`src/rtl/vnu_serial.sv`:
```
// vnu_serial: serial Variable Node Unit for a min-sum LDPC decoder.
//
// Flow:
//   - The channel LLR is latched on start.
//   - DV check-to-variable messages (CW-bit sign-magnitude) are accepted
//     one per handshake and summed with the LLR.
//   - DV extrinsic variable-to-check messages (VW-bit sign-magnitude) are
//     emitted one per handshake, together with a registered hard decision.
//
// Optional feature: define VNU_SCALE_EN to apply a floor-based 0.75
// normalisation to each extrinsic magnitude before saturation.
module vnu_serial #(
  parameter int DV = 3,
  parameter int CW = 5,
  parameter int VW = 6
) (
  input  logic          clk,
  input  logic          rst,
  input  logic          start,
  input  logic [VW-1:0] llr,
  input  logic          c_valid,
  output logic          c_ready,
  input  logic [CW-1:0] c_msg,
  output logic          v_valid,
  input  logic          v_ready,
  output logic [VW-1:0] v_msg,
  output logic          hard_bit,
  output logic          done
);

  // Index width: DV is at least 2, so $clog2(DV) is always at least 1.
  localparam int IW = $clog2(DV);

  // Accumulator width. VW+$clog2(DV)+2 bits holds the LLR plus DV check
  // magnitudes with headroom, so the sum can never overflow.
  localparam int AW = VW + $clog2(DV) + 2;

  // Magnitude width of an outgoing variable message.
  localparam int MW = VW - 1;

  localparam logic [IW-1:0] LAST_IDX = IW'(DV - 1);
  localparam logic [AW-1:0] MAG_MAX  = AW'((1 << MW) - 1);

  typedef enum logic [1:0] {
    IDLE  = 2'd0,
    ACCUM = 2'd1,
    CALC  = 2'd2,
    EMIT  = 2'd3
  } state_t;

  state_t state;
  state_t state_next;

  logic signed [AW-1:0] acc;
  logic        [IW-1:0] idx;
  logic        [CW-1:0] msg_buf [DV];

  logic        [IW-1:0] sel_idx;
  logic signed [AW-1:0] ext;
  logic        [VW-1:0] next_vmsg;

  logic start_ok;
  logic c_fire;
  logic v_fire;
  logic at_last;

  // Convert a check message to two's complement. Both +0 and -0 become 0.
  function automatic logic signed [AW-1:0] c_to_tc(input logic [CW-1:0] m);
    logic signed [AW-1:0] mag;
    mag = AW'(m[CW-2:0]);
    return m[CW-1] ? -mag : mag;
  endfunction

  // Convert a channel LLR to two's complement. Both +0 and -0 become 0.
  function automatic logic signed [AW-1:0] llr_to_tc(input logic [VW-1:0] l);
    logic signed [AW-1:0] mag;
    mag = AW'(l[VW-2:0]);
    return l[VW-1] ? -mag : mag;
  endfunction

  // Turn an extrinsic sum into a VW-bit sign-magnitude message.
  // The magnitude is optionally scaled, then saturated. A zero magnitude
  // always gets a positive sign, so negative zero is never produced.
  function automatic logic [VW-1:0] to_vmsg(input logic signed [AW-1:0] e);
    logic [AW-1:0] m;
    logic [AW-1:0] ms;
    logic [MW-1:0] sat;
    m = e[AW-1] ? $unsigned(-e) : $unsigned(e);
`ifdef VNU_SCALE_EN
    ms = m - (m >> 2);
`else
    ms = m;
`endif
    sat = (ms > MAG_MAX) ? MAG_MAX[MW-1:0] : ms[MW-1:0];
    return {e[AW-1] && (ms != '0), sat};
  endfunction

  // A start is honoured only in IDLE, and not in the cycle done is high,
  // so a back-to-back start lands one cycle after done.
  assign start_ok = (state == IDLE) && start && !done;
  assign c_fire   = c_valid && c_ready;
  assign v_fire   = v_valid && v_ready;
  assign at_last  = (idx == LAST_IDX);

  // State register.
  always_ff @(posedge clk) begin
    if (rst) begin
      state <= IDLE;
    end else begin
      state <= state_next;
    end
  end

  // Next-state logic and the handshake outputs.
  always_comb begin
    state_next = state;
    c_ready    = 1'b0;
    v_valid    = 1'b0;
    case (state)
      IDLE: begin
        if (start_ok) begin
          state_next = ACCUM;
        end
      end
      ACCUM: begin
        c_ready = 1'b1;
        if (c_valid && at_last) begin
          state_next = CALC;
        end
      end
      CALC: begin
        state_next = EMIT;
      end
      EMIT: begin
        v_valid = 1'b1;
        if (v_ready && at_last) begin
          state_next = IDLE;
        end
      end
      default: begin
        state_next = IDLE;
      end
    endcase
  end

  // Select the edge whose message is registered next. CALC prepares edge 0.
  // An EMIT handshake prepares the following edge, so v_msg is always
  // registered one step ahead and stays stable while the consumer stalls.
  always_comb begin
    sel_idx = '0;
    if ((state == EMIT) && !at_last) begin
      sel_idx = idx + 1'b1;
    end
    ext       = acc - c_to_tc(msg_buf[sel_idx]);
    next_vmsg = to_vmsg(ext);
  end

  // Datapath: accumulator, edge index, message buffer and registered outputs.
  always_ff @(posedge clk) begin
    if (rst) begin
      acc      <= '0;
      idx      <= '0;
      v_msg    <= '0;
      hard_bit <= 1'b0;
      done     <= 1'b0;
      for (int i = 0; i < DV; i++) begin
        msg_buf[i] <= '0;
      end
    end else begin
      done <= 1'b0;
      case (state)
        IDLE: begin
          if (start_ok) begin
            acc <= llr_to_tc(llr);
            idx <= '0;
          end
        end
        ACCUM: begin
          if (c_fire) begin
            msg_buf[idx] <= c_msg;
            acc          <= acc + c_to_tc(c_msg);
            idx          <= at_last ? '0 : idx + 1'b1;
          end
        end
        CALC: begin
          hard_bit <= acc[AW-1];
          v_msg    <= next_vmsg;
        end
        EMIT: begin
          if (v_fire) begin
            if (at_last) begin
              idx  <= '0;
              done <= 1'b1;
            end else begin
              idx   <= idx + 1'b1;
              v_msg <= next_vmsg;
            end
          end
        end
        default: begin
        end
      endcase
    end
  end

endmodule

```
`config.mk`:
```
export PLATFORM = sky130hd
export DESIGN_NAME = vnu_serial
export DESIGN_NICKNAME = d
export VERILOG_FILES = /design/src/rtl/vnu_serial.sv
export SDC_FILE = /design/constraint.sdc
export NUM_CORES = 1
export LEC_CHECK = 0
export ABC_AREA = 1
export CAP_MARGIN = 20
export CELL_PAD_IN_SITES_DETAIL_PLACEMENT = 0
export CELL_PAD_IN_SITES_GLOBAL_PLACEMENT = 1
export CORE_UTILIZATION = 35
export DETAILED_ROUTE_END_ITERATION = 7
export GPL_ROUTABILITY_DRIVEN = 0
export PLACE_DENSITY = 0.65
export SYNTH_ARGS = -nofsm -noshare
export SYNTH_HDL_FRONTEND = slang
export SYNTH_SLANG_ARGS = --single-unit
```
`constraint.sdc`:
```
create_clock -name clk -period 4.61 [get_ports clk]
set_clock_uncertainty 0.1 [all_clocks]
set_input_delay 0.461 -clock clk [delete_from_list [all_inputs] [get_ports clk]]
set_output_delay 0.461 -clock clk [all_outputs]
set_load 0.05 [all_outputs]
```
==> impl_metrics.ini <==
[outcome]
status = finished, final reports clean

[detailed_routing]
first_pass_iters = 4
wl_per_cell_um = 13.5
drc_errors = 0
wl_mm = 8.56
vias = 3093
drt_iter0_drc = 142
viasPerCell = 4.89
final_antenna_net_count = 0

[clock_tree]
htreeDepth = 2
clk_pin_slew_ps = 100
cts_root_buf = clkbuf_8
post_cts_buffers = 0
numCtsBuffers = 5
clock_path_buffers = 2
cts_sinks = 42
clkLatencyLatePin_ps = 310
cts_tree = done

[floorplanning]
dieArea_um2 = 10300
core_area_um2 = 9420
die_h_um = 101
start_util = 0.368
pin_count = 26
die_x_um = 101
rows = 35

[synth]
ys_ff_latch = 42
syn-mean-instance-area_um2 = 7.26
ys_warn_count = 0
seq_area_frac_synth = 0.301
syn-num-nets = 530
syn_area_um2 = 3460
synth_cell_types = 43
synthCells = 477

[critical_path]
worstPathRequired_ps = 4700
critPathMaxFanout = 14
crit_path_end_kind = flip-flop
critical-path-slowest-cell = fa_1
critPathKind = flip-flop to flip-flop
timing.critical_path.cells = inv_2 > ha_1 > inv_2 > nand3_4 > nor2_1 > o21ai_1 > nand2_2 > ha_1 > o21ai_1 > inv_1 > fa_1 > inv_1 > nor3_1 > nand2_1 > nor2_1 > nand2_1 > xnor2_1 > nand3_1 > nand2_1 > inv_2 > nor2_4 > nand2_2 > nor3_2 > nor2_1
worstPathArrival_ps = 4280
critical-path-max-stage-delay_ps = 570
start_kind = flip-flop

[sta]
hold_viol = 0
relSlewSlack = 0.563
rsz0062_at_grt = false
worst_slack_ps = 428
maxSlewViolCount = 0
min_period_ps = 4180
tightest_slew_ps = 648
period_share = 0.907
fmax_mhz = 239
fin_tns_setup_ps = 0
setup_viol = 0

[placed_design]
dp_cells = 625
dpl.hpwl_mm = 6.92
pre_cts_slack_ps = 295
port_buffers = 25
placed_cell_area_um2 = 3840

[global_routing]
grt_use_met2 = 0.318
grt_busiest_layer = met2
use_met1 = 0.241
grt_pass1_vias = 3050
antenna_found_initial = 0
grt_use_met3 = 0.0228
grt_max_degree = 20
grt_use_total = 0.184
grt_pass1_wl_mm = 14.5
overflow = 0

[finish]
n_antenna_cell = 0
final_layout_size_suffix_gt1_frac = 0.0893
fillers = 1010
area_growth_pct = 14.5
final_cells = 633
nets = 556
design_area_um2 = 3960

[hold_path]
hold_path_class = flip-flop to flip-flop

[run]
maxCapViolCount = 0
sequential cells by signal, summed over array words and instances (netlist names):
name,count
idx,2
acc,10
state,2
msg_buf,20
hard_bit,1
done,1
v_msg,6
metal layers:
metal	share of wire	up-vias
met2	0.46	53
li1	-	1638
met5	0	-
met3	0.025	13
met4	0.016	0
met1	0.50	1389
through the flow:
stage,hold WS [ps],util
after floorplan,413,-
final,374,0.421
after global routing,428,0.421
after global placement,360,0.408
after CTS,377,0.418
after detailed placement,364,0.408
path summary, 6_finish.rpt:
check,end,from,cells after the start,slack [ps]
worst max register to register,v_msg[2],idx[0],24,430
worst min register to register,v_msg[5],v_msg[5],2,370
worst min-delay path,v_msg[5],v_msg[5],2,370
worst max-delay path,v_msg[2],idx[0],24,430
layout by cell type (no fill, tap or decap), types with 2 or more instances in the layout:
cell,instances
nor3_1,9
nand2_1,91
edfxtp_1,20
fa_1,2
clkbuf_8,5
xor2_1,6
inv_6,3
dfxtp_1,21
or2_2,5
nand2_4,2
nor2_4,2
a41oi_1,2
nor3_2,2
a211oi_1,3
nand2_2,8
ha_1,34
nand3_4,3
o21ai_0,30
inv_2,5
o21ai_1,3
and2_1,2
a21oi_1,31
xnor2_1,4
o21bai_1,2
o22ai_1,2
clkdlybuf4s50_1,25
nand3_1,37
inv_1,62
nor2_1,53
a31oi_1,4
nand4_1,8
cell type report:
class	instances	area, um2	share of cell area
Clock buffer	5	68.8	0.0174
Timing Repair Buffer	26	258	0.0650
Multi-Input combinational cell	359	2150	0.542
Sequential cell	42	1040	0.263
Tap cell	129	161	0.0407
Inverter	69	260	0.0657
Clock inverter	3	26.3	0.00663
critical path: cells and delay by family (launching register included):
kind	cells	cell delay [ps]
AND/OR/NAND/NOR	13	1420
adder cells (fa/ha/maj)	3	1180
buffers and inverters	5	510
AO/OA/AOI/OAI	2	360
flip-flops	1	350
XOR/XNOR	1	140
cell families (layout without fill, tap and decap cells):
logic type | Yosys count | in the layout | synth area share
adders and majority gates | 37 | 37 | 0.138
and+or+nand+nor | 228 | 228 | 0.313
AOI/OAI and AO/OA | 82 | 82 | 0.132
xor gates and xnor gates | 12 | 12 | 0.0304
DFF | 42 | 42 | 0.301
buffers and inverters | 76 | 103 | 0.0860
repair_timing:
action                                  4_1_cts  5_1_grt
hold buffers                                  0        0
resized for setup                             0        7
endpoints found under the setup margin        0        6
synth_stat cells:
cell type | instances | area, um2
o21ai_0 | 31 | 155
ha_1 | 35 | 438
a41oi_1 | 2 | 17.5
o21bai_2 | 1 | 11.3
and3_1 | 1 | 6.26
clkinv_2 | 1 | 5.00
and2_1 | 3 | 18.8
nand2_1 | 91 | 342
o211ai_1 | 1 | 7.51
nand3_4 | 3 | 52.6
or2_0 | 1 | 6.26
nor3_1 | 10 | 50.1
a31oi_1 | 4 | 25.0
or2_2 | 5 | 31.3
o21ai_1 | 2 | 10.0
buf_4 | 1 | 7.51
o21bai_1 | 2 | 15.0
buf_6 | 1 | 11.3
edfxtp_1 | 20 | 601
inv_1 | 62 | 233
nand4_1 | 8 | 50.1
inv_2 | 5 | 18.8
xor2_1 | 7 | 61.3
a211oi_1 | 3 | 22.5
nor3_2 | 1 | 10.0
o21a_1 | 1 | 7.51
nor2_4 | 2 | 22.5
a221oi_1 | 1 | 8.76
o22ai_1 | 2 | 12.5
nand2_4 | 2 | 22.5
clkinv_1 | 1 | 3.75
nand4_4 | 1 | 21.3
a21oi_1 | 31 | 155
nand3_2 | 1 | 10.0
a21o_1 | 1 | 7.51
dfxtp_1 | 22 | 440
nor2_1 | 53 | 199
xnor2_1 | 5 | 43.8
clkbuf_1 | 5 | 18.8
nand3b_1 | 1 | 7.51
fa_1 | 2 | 40.0
nand2_2 | 8 | 50.1
nand3_1 | 37 | 185
Power is left out: the tool's default activity adds up to more than one toggle a clock period on the data nets, which glitch-free logic cannot reach.
